==> src/rtl/full_subtractor_pkg.sv <==
// full_subtractor_pkg: shared widths and register-stage result type
package full_subtractor_pkg;
  localparam int FSUB_DEFAULT_WIDTH = 1;
  localparam int FSUB_MAX_WIDTH = 64;
  typedef struct packed {
    logic bout;
    logic ovf;
    logic [FSUB_MAX_WIDTH-1:0] diff;
  } fsub_result_t;
endpackage

==> src/rtl/full_subtractor_core_if.sv <==
// full_subtractor_core_if: operand/result bundle; ovf exists only with FULL_SUBTRACTOR_OVF_EN
interface full_subtractor_core_if
  import full_subtractor_pkg::*;
#(
  parameter int WIDTH = FSUB_DEFAULT_WIDTH
);
  logic in_valid;
  logic [WIDTH-1:0] a;
  logic [WIDTH-1:0] b;
  logic bin;
  logic out_valid;
  logic [WIDTH-1:0] diff;
  logic bout;
`ifdef FULL_SUBTRACTOR_OVF_EN
  logic ovf;
  modport master (output in_valid, a, b, bin, input out_valid, diff, bout, ovf);
  modport slave (input in_valid, a, b, bin, output out_valid, diff, bout, ovf);
`else
  modport master (output in_valid, a, b, bin, input out_valid, diff, bout);
  modport slave (input in_valid, a, b, bin, output out_valid, diff, bout);
`endif
endinterface

==> src/rtl/fsub_bit.sv <==
// fsub_bit: combinational 1-bit full subtractor cell
module fsub_bit (
  input  logic a,
  input  logic b,
  input  logic bi,
  output logic d,
  output logic bo
);
  assign d = a ^ b ^ bi;
  assign bo = (~a & b) | (~(a ^ b) & bi);
endmodule

==> src/rtl/full_subtractor_core.sv <==
// full_subtractor_core: registered ripple-borrow a-b-bin; FULL_SUBTRACTOR_OVF_EN adds signed ovf
module full_subtractor_core
  import full_subtractor_pkg::*;
#(
  parameter int WIDTH = FSUB_DEFAULT_WIDTH
) (
  input logic clk,
  input logic rst_n,
  full_subtractor_core_if.slave io
);
  if (WIDTH < 1 || WIDTH > FSUB_MAX_WIDTH) begin : g_bad_width
    $error("full_subtractor_core: WIDTH must be 1..64");
  end
  logic [WIDTH:0] br;
  logic [WIDTH-1:0] dn;
  fsub_result_t res_n, res_d, res_q;
  logic vld_d, vld_q;
  logic unused_res;
  assign br[0] = io.bin;
  for (genvar i = 0; i < WIDTH; i++) begin : g_cell
    fsub_bit u_bit (.a(io.a[i]), .b(io.b[i]), .bi(br[i]), .d(dn[i]), .bo(br[i+1]));
  end
  always_comb begin
    res_n = '0;
    res_n.bout = br[WIDTH];
    res_n.diff[WIDTH-1:0] = dn;
`ifdef FULL_SUBTRACTOR_OVF_EN
    res_n.ovf = (io.a[WIDTH-1] ^ io.b[WIDTH-1]) & (dn[WIDTH-1] ^ io.a[WIDTH-1]);
`endif
    res_d = io.in_valid ? res_n : res_q;
    vld_d = io.in_valid;
  end
  always_ff @(posedge clk or negedge rst_n)
    if (!rst_n) begin
      res_q <= '0;
      vld_q <= 1'b0;
    end else begin
      res_q <= res_d;
      vld_q <= vld_d;
    end
  // Upper diff bits beyond WIDTH are always zero and never leave the block
  assign unused_res = ^res_q;
  assign io.out_valid = vld_q;
  assign io.diff = res_q.diff[WIDTH-1:0];
  assign io.bout = res_q.bout;
`ifdef FULL_SUBTRACTOR_OVF_EN
  assign io.ovf = res_q.ovf;
`endif
endmodule

==> src/flat_wrapper.sv <==
// flat-port wrapper written by rule: the top's interface ports become plain ports
module full_subtractor_core_flat import full_subtractor_pkg::*;
#(
  parameter int WIDTH = FSUB_DEFAULT_WIDTH
)
  (clk, rst_n, io_in_valid, io_a, io_b, io_bin, io_out_valid, io_diff, io_bout);
  full_subtractor_core_if #(.WIDTH(WIDTH)) io_i ();
  input logic clk;
  input logic rst_n;
  input wire logic [$bits(io_i.in_valid)-1:0] io_in_valid;
  input wire logic [$bits(io_i.a)-1:0] io_a;
  input wire logic [$bits(io_i.b)-1:0] io_b;
  input wire logic [$bits(io_i.bin)-1:0] io_bin;
  output wire logic [$bits(io_i.out_valid)-1:0] io_out_valid;
  output wire logic [$bits(io_i.diff)-1:0] io_diff;
  output wire logic [$bits(io_i.bout)-1:0] io_bout;
  assign io_i.in_valid = io_in_valid;
  assign io_i.a = io_a;
  assign io_i.b = io_b;
  assign io_i.bin = io_bin;
  assign io_out_valid = io_i.out_valid;
  assign io_diff = io_i.diff;
  assign io_bout = io_i.bout;
  full_subtractor_core #(.WIDTH(WIDTH)) u_core (.clk(clk), .rst_n(rst_n), .io(io_i));
endmodule
==> config.mk <==
export PLATFORM = sky130hd
export DESIGN_NAME = full_subtractor_core_flat
export DESIGN_NICKNAME = d
export VERILOG_FILES = /design/src/rtl/full_subtractor_pkg.sv /design/src/rtl/full_subtractor_core_if.sv /design/src/rtl/fsub_bit.sv /design/src/rtl/full_subtractor_core.sv /design/src/flat_wrapper.sv
export SDC_FILE = /design/constraint.sdc
export NUM_CORES = 1
export LEC_CHECK = 0
export ABC_CLOCK_PERIOD_IN_PS = 800
export CORE_AREA = 4 4 41 43
export DETAILED_ROUTE_END_ITERATION = 10
export DIE_AREA = 0 0 45 47
export PLACE_DENSITY = 0.4
export SLEW_MARGIN = 20
export SYNTH_ARGS = -nofsm -noshare
export SYNTH_HDL_FRONTEND = slang
export SYNTH_HIERARCHICAL = 1
export SYNTH_SLANG_ARGS = --single-unit
==> constraint.sdc <==
create_clock -name clk -period 0.8 [get_ports clk]
set_input_delay 0.16 -clock clk [delete_from_list [all_inputs] [get_ports clk]]
set_output_delay 0.16 -clock clk [all_outputs]
set_load 0.01 [all_outputs]
==> results of run 1 <==
==> layer usage <==
metal	GRT usage	wire length [µm]	vias up
li1	-	-	53
met1	0.0345	115	43
met2	0.0537	107	10
met3	0.0383	66	2
met4	0.0702	17	0
met5	0	0	-
==> report_power, final <==
group / switching [mW] / leakage (nW) / internal, mW
sequential: 0.00702 / 0.0350 / 0.172
combinational: 0.0399 / 0.0800 / 0.0738
clock: 0.0776 / 0.0150 / 0.187
total: 0.125 / 0.130 / 0.432
==> synthesized netlist by cell type <==
library cell | number | area [µm²]
inv_1 | 3 | 11.3
mux2_2 | 2 | 22.5
dfrtp_1 | 3 | 75.1
fa_1 | 1 | 20.0
==> flip-flops by register name (all words and copies together) (netlist names) <==
register and cells:
u_core/io.bout 1, u_core/io.diff 1, u_core/io.out_valid 1
==> kinds of logic after synthesis <==
kind of cell  after synthesis  share of synthesized area
mux                         2                      0.175
fa+ha+maj                   1                      0.155
flops                       3                      0.583
buf+inv                     3                     0.0874
==> timing repair <==
item / in CTS / in global routing
endpoints found under the setup margin: 5 / 5
pin swaps: 1 / 1
buffers inserted: 1 / 1
resized for setup: 27 / 1
==> worst paths after layout <==
check                          startpoint                  end  slack, ns  cells past startpoint
setup / recovery           u_core/io.bout              io_bout      -0.09                      1
hold / removal                      rst_n  u_core/io.out_valid       0.11                      1
setup reg to reg           u_core/io.diff       u_core/io.diff      -0.06                      2
hold reg to reg            u_core/io.diff       u_core/io.diff       0.58                      2
max in group asynchronous           rst_n       u_core/io.bout       0.55                      1
min in group clk              io_in_valid  u_core/io.out_valid       0.25                      1
==> layout make-up <==
cell class                      instances  area, µm²
Clock buffer                            4       26.3
Timing Repair Buffer                   10       76.3
Tap cell                               15       18.8
Sequential cell                         3       75.1
Fill cell                             159       1050
Inverter                                3       11.3
Multi-Input combinational cell          3       46.3
==> stage by stage <==
stage | TNS, ns | cell area, µm² | std cells | util | hold WS (ns)
global route | -0.485 | 254 | 38 | 0.195 | 0.122
finish | -0.353 | 254 | 38 | 0.195 | 0.108
floorplan | -0.199 | 129 | 9 | - | -0.136
global placement | -1.81 | 228 | 32 | 0.175 | 0.350
CTS | -0.400 | 246 | 37 | 0.189 | 0.103
detailed placement | -1.82 | 228 | 32 | 0.175 | 0.353
==> impl_results.md, run 1 <==
* Worst ir drop on vdd at 0.000312 V
* Vias in the first global route at 142
* Most frequent cells in the layout: buf_2 (4), clkbuf_4 (3), dfrtp_1 (3)
* Post-synthesis sequential area ratio at 0.583
* Total CTS buffers at 3
* Failing checks: negative setup slack
* Power density cells at 2190 nW/µm²
* Overflow after GRT at 0
* Core footprint at 1300 µm²
* Max stage delay on crit path at between 0.3 and 0.4 ns
* Startpoint Class: register
* Vias per cell at between 2 and 3
* CP bufs+invs at 1
* Critical-path top delay cell: dfrtp_1
* Tot GR Track Use at 0.0444
* Syn avg cell area at about 14 µm²
* Cells along the critical path: buf_2
* Library cells used by synthesis at 4
* Syn nets at 16
* Fin crit period at 0.891 ns
* Fmax at ~1.1 GHz
* Max-slew violation count at 0
* Most common cell after layout, fill and taps aside: buf_2
* Critical path data required time at 0.64 ns
* Die area at 2120 µm²
* CP delay by family, top: flip-flops
* Row cnt at 13
* Clock buffer depth at 2
* DR iter-0 viols at 1
* Routed WL at 307 µm
* CTS tree: built
* Yosys reg bits at 3
* Pre-CTS WS at -0.689 ns
* Hold crit path type: in2async
* Initial Util at 0.0990
* Chip width at 45 µm
* Crit Path Class: reg2out
* Pleak at 0.130 nW
* Synthesized area at about 130 µm²
* Initial DRT Pass Iterations at 2
* Period utilisation layout at 1.11
* Largest net degree at the start of global routing at 4
* Via count at 108
* Total number of yosys warnings at 6
* Total power at between 0.5 and 0.6 mW
* Initial antenna violation count at 0
* Max_cap viols at 0
* Post-route ant nets at 0
* Cells after Synth at 9
* Setup Viol. Count Final at 5
* RSZ-0062 raised after global routing: yes
* Drt drc at 0
* Outcome: complete, but fails checks
* Nets at 31
* Critical path endpoint category: output pin
* Wire per inst at 8.08 µm
* Clk sink count at 3
* Clock Skew at 0 ns
* Critical path fanouts, max at 2
* Root Buffer Master: clkbuf_4
* Worst EP arrival at around 0.73 ns
* Clock-pin transition on the worst setup and hold timing paths at around 0.04 ns
* Relative max-transition margin at 0.908
* Ant diodes at 0
* Share of layout cells above drive strength 1 at 0.652
* Least-Margin Pin Slew at approximately 0.14 ns
* Final worst setup slack at -0.0906 ns
* Final Hold Vio Count at 0
* Post-CTS Hold Buffers at 0
* Clk_lat worst skew at 0.23 ns
* CTS H-tree depth at 1
* Global-route wire length before repair at 545 µm
* P&R area growth vs syn at 97.1%
* I/O pins at 9
* Die H at 47 µm
* GPL Wtd Cong at 0.700
* Port bufs at 8
Note: power is estimated with default switching activity, not from simulation.
==> inputs of run 2 (changes only) <==
--- a/config.mk
+++ b/config.mk
@@ -5,11 +5,12 @@
 export SDC_FILE = /design/constraint.sdc
 export NUM_CORES = 1
 export LEC_CHECK = 0
-export ABC_CLOCK_PERIOD_IN_PS = 800
+export ABC_AREA = 1
+export CAP_MARGIN = 15
 export CORE_AREA = 4 4 41 43
 export DETAILED_ROUTE_END_ITERATION = 10
 export DIE_AREA = 0 0 45 47
-export PLACE_DENSITY = 0.4
+export PLACE_DENSITY = 0.41
 export SLEW_MARGIN = 20
 export SYNTH_ARGS = -nofsm -noshare
 export SYNTH_HDL_FRONTEND = slang
==> impl_results.md, run 2 <==
* Root Buffer Master: clkbuf_4
* Cells along the critical path: buf_2
* Outcome: complete, but fails checks
* Post-Synth Adder-Cell Area at 0.151
* # fillers at 161
* Least-Margin Pin Slew at 0.137 ns
* Syn nets at 21
* Most frequent cells in the layout: nand2_1 (6), buf_2 (5), clkbuf_4 (3), dfrtp_1 (3)
* RSZ-0062 raised after global routing: yes
* Initial DRT Pass Iterations at 2
* Clk_lat worst skew at around 0.23 ns
* Setup Viol. Count Final at 3
* Power density cells at 2150 nW/µm²
* Core footprint at 1300 µm²
* Most common cell after layout, fill and taps aside: nand2_1
* P&R area growth vs syn at 88.7%
* Worst r2r path cells at 3
* Total CTS buffers at 3
* Period utilisation layout at 1.12
* Yosys reg bits at 3
* Inst Count DP at 38
* Routed WL at approximately 350 µm
* Port bufs at 8
* CP delay by family, top: flip-flops
* WP depth at 1
* Worst EP arrival at between 0.7 and 0.8 ns
* Crit Path Class: reg2out
* Failing checks: negative setup slack
* Vias in the first global route at 148
* Row cnt at 13
* CP bufs+invs at 1
* Clk sink count at 3
* Ant diodes at 0
* Global-route wire length before repair at 565 µm
* Clock Skew at 0 ns
* Most frequent cell after synthesis: nand2_1
* Critical-path top delay cell: dfrtp_1
* Vias per cell at 3.00
* I/O pins at 9
* Worst ir drop on vdd at 0.000332 V
* Fin crit period at around 0.90 ns
* GPL Wtd Cong at ~0.64
* Top cells by area in the synthesized netlist: dfrtp_1 (57%), nand2_1 (17%), fa_1 (15%)
* Hold crit path type: in2async
* Synthesized area at 133 µm²
* Initial antenna violation count at 0
* Clock-pin transition on the worst setup and hold timing paths at around 0.040 ns
* Mux contribution to synthesized area at 0
* Critical path data required time at 0.64 ns
* Cell Count, Final, Fillers Out at 43
* Synth Area in XOR/XNOR at 0
* Ys flop type: dfrtp_1
* Via count at 129
* Wire per inst at 8.07 µm
* DR iter-0 viols at 1
* Relative max-transition margin at 0.908
* Post-synthesis sequential area ratio at 0.566
* Final Hold Vio Count at 0
* Initial Util at 0.102
* Final worst setup slack at -0.0983 ns
* CTS H-tree depth at 1
* Hold Slack at 0.108 ns
* CTS tree: built
* Post-route ant nets at 0
* Area share of the largest cell type after synthesis at 0.566
* Synth Area in Compound Gates at 0
* Syn avg cell area at 9.47 µm²
* Library cells used by synthesis at 4
* Tot GR Track Use at 0.0468
* Max-slew violation count at 0
* Largest family of logic cells by synthesized area: simple AND/OR/NAND/NOR gates
* Chip width at 45 µm
* Drt drc at 0
* Setup slack, reg-to-reg at 0.10 ns
* Pleak at 0.139 nW
* Critical path fanouts, max at 2
* Max_cap viols at 0
* Share of layout cells above drive strength 1 at 0.464
* Cells after Synth at 14
* Asr flop ratio synth at 1.00
* Clock buffer depth at 2
* Top post-synthesis cells by count: nand2_1 (6), inv_1 (4), dfrtp_1 (3)
* Nets at 36
* Die area at ~2100 µm²
* Largest net degree at the start of global routing at 5
* Hpwl dp at between 200 and 300 µm
* Cell taking the most area after synthesis: dfrtp_1
* Number of enable flip-flop cells after synthesis at 0
* Critical path endpoint category: output pin
* Startpoint Class: register
* Max stage delay on crit path at 0.37 ns
* Overflow after GRT at 0
* Total number of yosys warnings at 6
* Fmax at 1.11 GHz
* Simple-gate share of the synthesized area at 0.170
* Die H at 47 µm
==> run 2: per-layer routing <==
layer  GRT usage  share of wire  up-vias
li1            -              -       66
met1      0.0345           0.39       54
met2      0.0508           0.37        9
met3      0.0536           0.22        0
met4      0.0702              0        0
met5           0              0        -
==> run 2: logic make-up (layout without fill, tap and decap cells) <==
family | Yosys count | after routing
flops | 3 | 3
simple gates | 6 | 6
fa+ha+maj | 1 | 1
buf+inv | 4 | 18
==> run 2: final cells by class <==
type | instances | area (µm²) | area share
Tap cell | 15 | 18.8 | 0.0750
Multi-Input combinational cell | 7 | 42.5 | 0.170
Timing Repair Buffer | 10 | 65.1 | 0.260
Inverter | 4 | 22.5 | 0.0900
Clock buffer | 4 | 26.3 | 0.105
Sequential cell | 3 | 75.1 | 0.300
==> run 2: path summary, 6_finish.rpt <==
check	start	to
worst min-delay path	rst_n	u_core/io.bout
worst max-delay path	u_core/io.bout	io_bout
worst min register to register	u_core/io.diff	u_core/io.diff
min in group clk	io_a	u_core/io.diff
worst max register to register	u_core/io.bout	u_core/io.bout
max in group asynchronous	rst_n	u_core/io.out_valid
==> run 2: power by group <==
part | switching (mW) | internal (mW) | leakage (nW)
combinational | 0.0439 | 0.0519 | 0.0879
clock | 0.0792 | 0.187 | 0.0150
sequential | 0.00662 | 0.168 | 0.0360
==> run 2: through the flow <==
stage | util | total power, mW | cell area, µm² | TNS, ns | setup WS, ns
2_1_floorplan | - | 0.210 | 140 | -0.0378 | -0.0378
4_1_cts | 0.196 | 0.556 | 255 | -0.308 | -0.110
3_5_place_dp | 0.189 | 0.289 | 246 | -1.91 | -0.666
3_3_place_gp | 0.189 | 0.289 | 246 | -1.89 | -0.664
5_1_grt | 0.192 | 0.585 | 250 | -0.352 | -0.126
6_report | 0.192 | 0.537 | 250 | -0.267 | -0.0983
==> run 2: what timing repair did <==
action / CTS / global route
buffers inserted: 1 / 0
pin swaps: 2 / 1
setup endpoints to repair: 5 / 4
hold buffers: 0 / 0
resized for setup: 22 / 1
==> inputs of run 3 (changes only) <==
--- a/config.mk
+++ b/config.mk
@@ -8,6 +8,7 @@
 export ABC_AREA = 1
 export CAP_MARGIN = 15
 export CORE_AREA = 4 4 41 43
+export CTS_BUF_LIST = sky130_fd_sc_hd__clkbuf_2 sky130_fd_sc_hd__clkbuf_4 sky130_fd_sc_hd__clkbuf_8
 export DETAILED_ROUTE_END_ITERATION = 10
 export DIE_AREA = 0 0 45 47
 export PLACE_DENSITY = 0.41
==> impl_results.md, run 3 (same netlist as run 2, synthesis figures left out) <==
* Setup slack, reg-to-reg at approximately 0.09 ns
* Critical path endpoint category: output pin
* Cell Count, Final, Fillers Out at 43
* Most frequent cells in the layout: nand2_1 (6), buf_2 (5), clkbuf_4 (4)
* Core footprint at ~1300 µm²
* Tot GR Track Use at 0.0492
* Setup Viol. Count Final at 3
* Max-slew violation count at 0
* P&R area growth vs syn at 91.5%
* Wire per inst at roughly 8.3 µm
* Fin area at 254 µm²
* Total CTS buffers at 3
* Fmax at roughly 1.1 GHz
* I/O pins at 9
* Inst Count DP at 38
* Crit Path Class: reg2out
* Initial antenna violation count at 0
* Critical-path top delay cell: dfrtp_1
* Seq. cell area at 75.1 µm²
* Failing checks: negative setup slack
* Clk sink count at 3
* Period utilisation layout at 1.13
* Via count at roughly 130
* CTS H-tree depth at 1
* Vias in the first global route at 148
* Post-CTS Hold Buffers at 0
* Port bufs at 8
* Critical path fanouts, max at 2
* Relative max-transition margin at 0.907
* CP delay by family, top: flip-flops
* Power density cells at approximately 2300 nW/µm²
* CTS tree: built
* Routed WL at 355 µm
* Clock buffer depth at 2
* Reg-to-Reg End: u_core/io.bout
* Root Buffer Master: clkbuf_4
* Pleak at ~0.14 nW
* Worst ir drop on vdd at between 0.0003 and 0.0004 V
* Chip width at 45 µm
* Clock Skew at 0 ns
* Crit Reg-Reg Startpoint: u_core/io.bout
* Clock-pin transition on the worst setup and hold timing paths at 0.04 ns
* Hpwl dp at roughly 270 µm
* Share of layout cells above drive strength 1 at 0.500
* Nets at 36
* Post-DP Area at approximately 250 µm²
* Final Hold Vio Count at 0
* Worst EP arrival at between 0.7 and 0.8 ns
* Drt drc at 0
* Clk_lat worst skew at 0.24 ns
* Initial DRT Pass Iterations at 2
* Outcome: complete, but fails checks
* Post-layout util at 0.195
* Hold crit path type: in2async
* CP bufs+invs at 1
* Most common cell after layout, fill and taps aside: nand2_1
* Least-Margin Pin Slew at about 0.14 ns
* Final worst setup slack at -0.102 ns
* Die area at 2120 µm²
* DR iter-0 viols at 1
* Worst r2r path cells at 3
* # fillers at 162
* Row cnt at 13
* Post-route ant nets at 0
* Startpoint Class: register
* Initial Util at 0.102
* Global-route wire length before repair at ~570 µm
* Cells along the critical path: buf_2
* GPL Wtd Cong at 0.641
* Multi-input logic area at 42.5 µm²
* Die H at about 47 µm
* Critical path data required time at about 0.64 ns
* TNS Setup at -0.279 ns
* Max_cap viols at 0
* Max stage delay on crit path at 0.37 ns
* Largest net degree at the start of global routing at 5
* Fin crit period at between 0.9 and 1 ns
* Ant diodes at 0
* RSZ-0062 raised after global routing: yes
* Overflow after GRT at 0
* Vias per cell at 3.05
## run 3: cell counts in the layout (fill, tap and decap cells not counted)
Identical to the previous run, type by type.
## run 3: layer usage
| metal | routed length (µm) | GRT usage | vias up |
|---|---|---|---|
| li1 | - | - | 66 |
| met2 | 112 | 0.0508 | 11 |
| met5 | 0 | 0 | - |
| met4 | 17 | 0.0877 | 0 |
| met1 | 144 | 0.0345 | 52 |
| met3 | 81 | 0.0536 | 2 |
## run 3: what timing repair did
| item | 4_1_cts | 5_1_grt |
|---|---|---|
| buffers inserted | 1 | 0 |
| endpoints found under the setup margin | 5 | 4 |
| gates resized for setup | 22 | 1 |
| pin swaps | 2 | 1 |
## run 3: how the worst max path moves through the flow
stage / start / to / cells past startpoint / slack, ns
finish: u_core/io.bout / io_bout / 1 / -0.10
global placement: io_b / u_core/io.diff / 5 / -0.66
global route: u_core/io.bout / io_bout / 1 / -0.13
floorplan: io_b / u_core/io.diff / 4 / -0.04
CTS: u_core/io.diff / io_diff / 1 / -0.11
detailed placement: io_b / u_core/io.diff / 5 / -0.67
## run 3: layout make-up
| cell class | instances | share of cell area |
|---|---|---|
| Clock buffer | 4 | 0.118 |
| Inverter | 4 | 0.0887 |
| Multi-Input combinational cell | 7 | 0.167 |
| Sequential cell | 3 | 0.296 |
| Tap cell | 15 | 0.0739 |
| Timing Repair Buffer | 10 | 0.256 |
## run 3: worst reg2reg max path, cell delays in order, from the launching register on
cell and delay [ns]:
dfrtp_1 0.37, buf_4 0.13, nand2_1 0.05, nand2_1 0.05
## run 3: metrics by stage
stage | hold slack, ns | total power, mW | worst slack, ns
floorplan | -0.136 | 0.210 | -0.0378
global placement | 0.352 | 0.289 | -0.664
detailed placement | 0.354 | 0.289 | -0.666
CTS | 0.102 | 0.594 | -0.113
global route | 0.104 | 0.622 | -0.129
finish | 0.104 | 0.577 | -0.102
## run 3: power by group
group          total, mW  switching [mW]  internal (mW)
registers          0.175         0.00661          0.168
clock network      0.306          0.0845          0.221
logic             0.0964          0.0444         0.0520
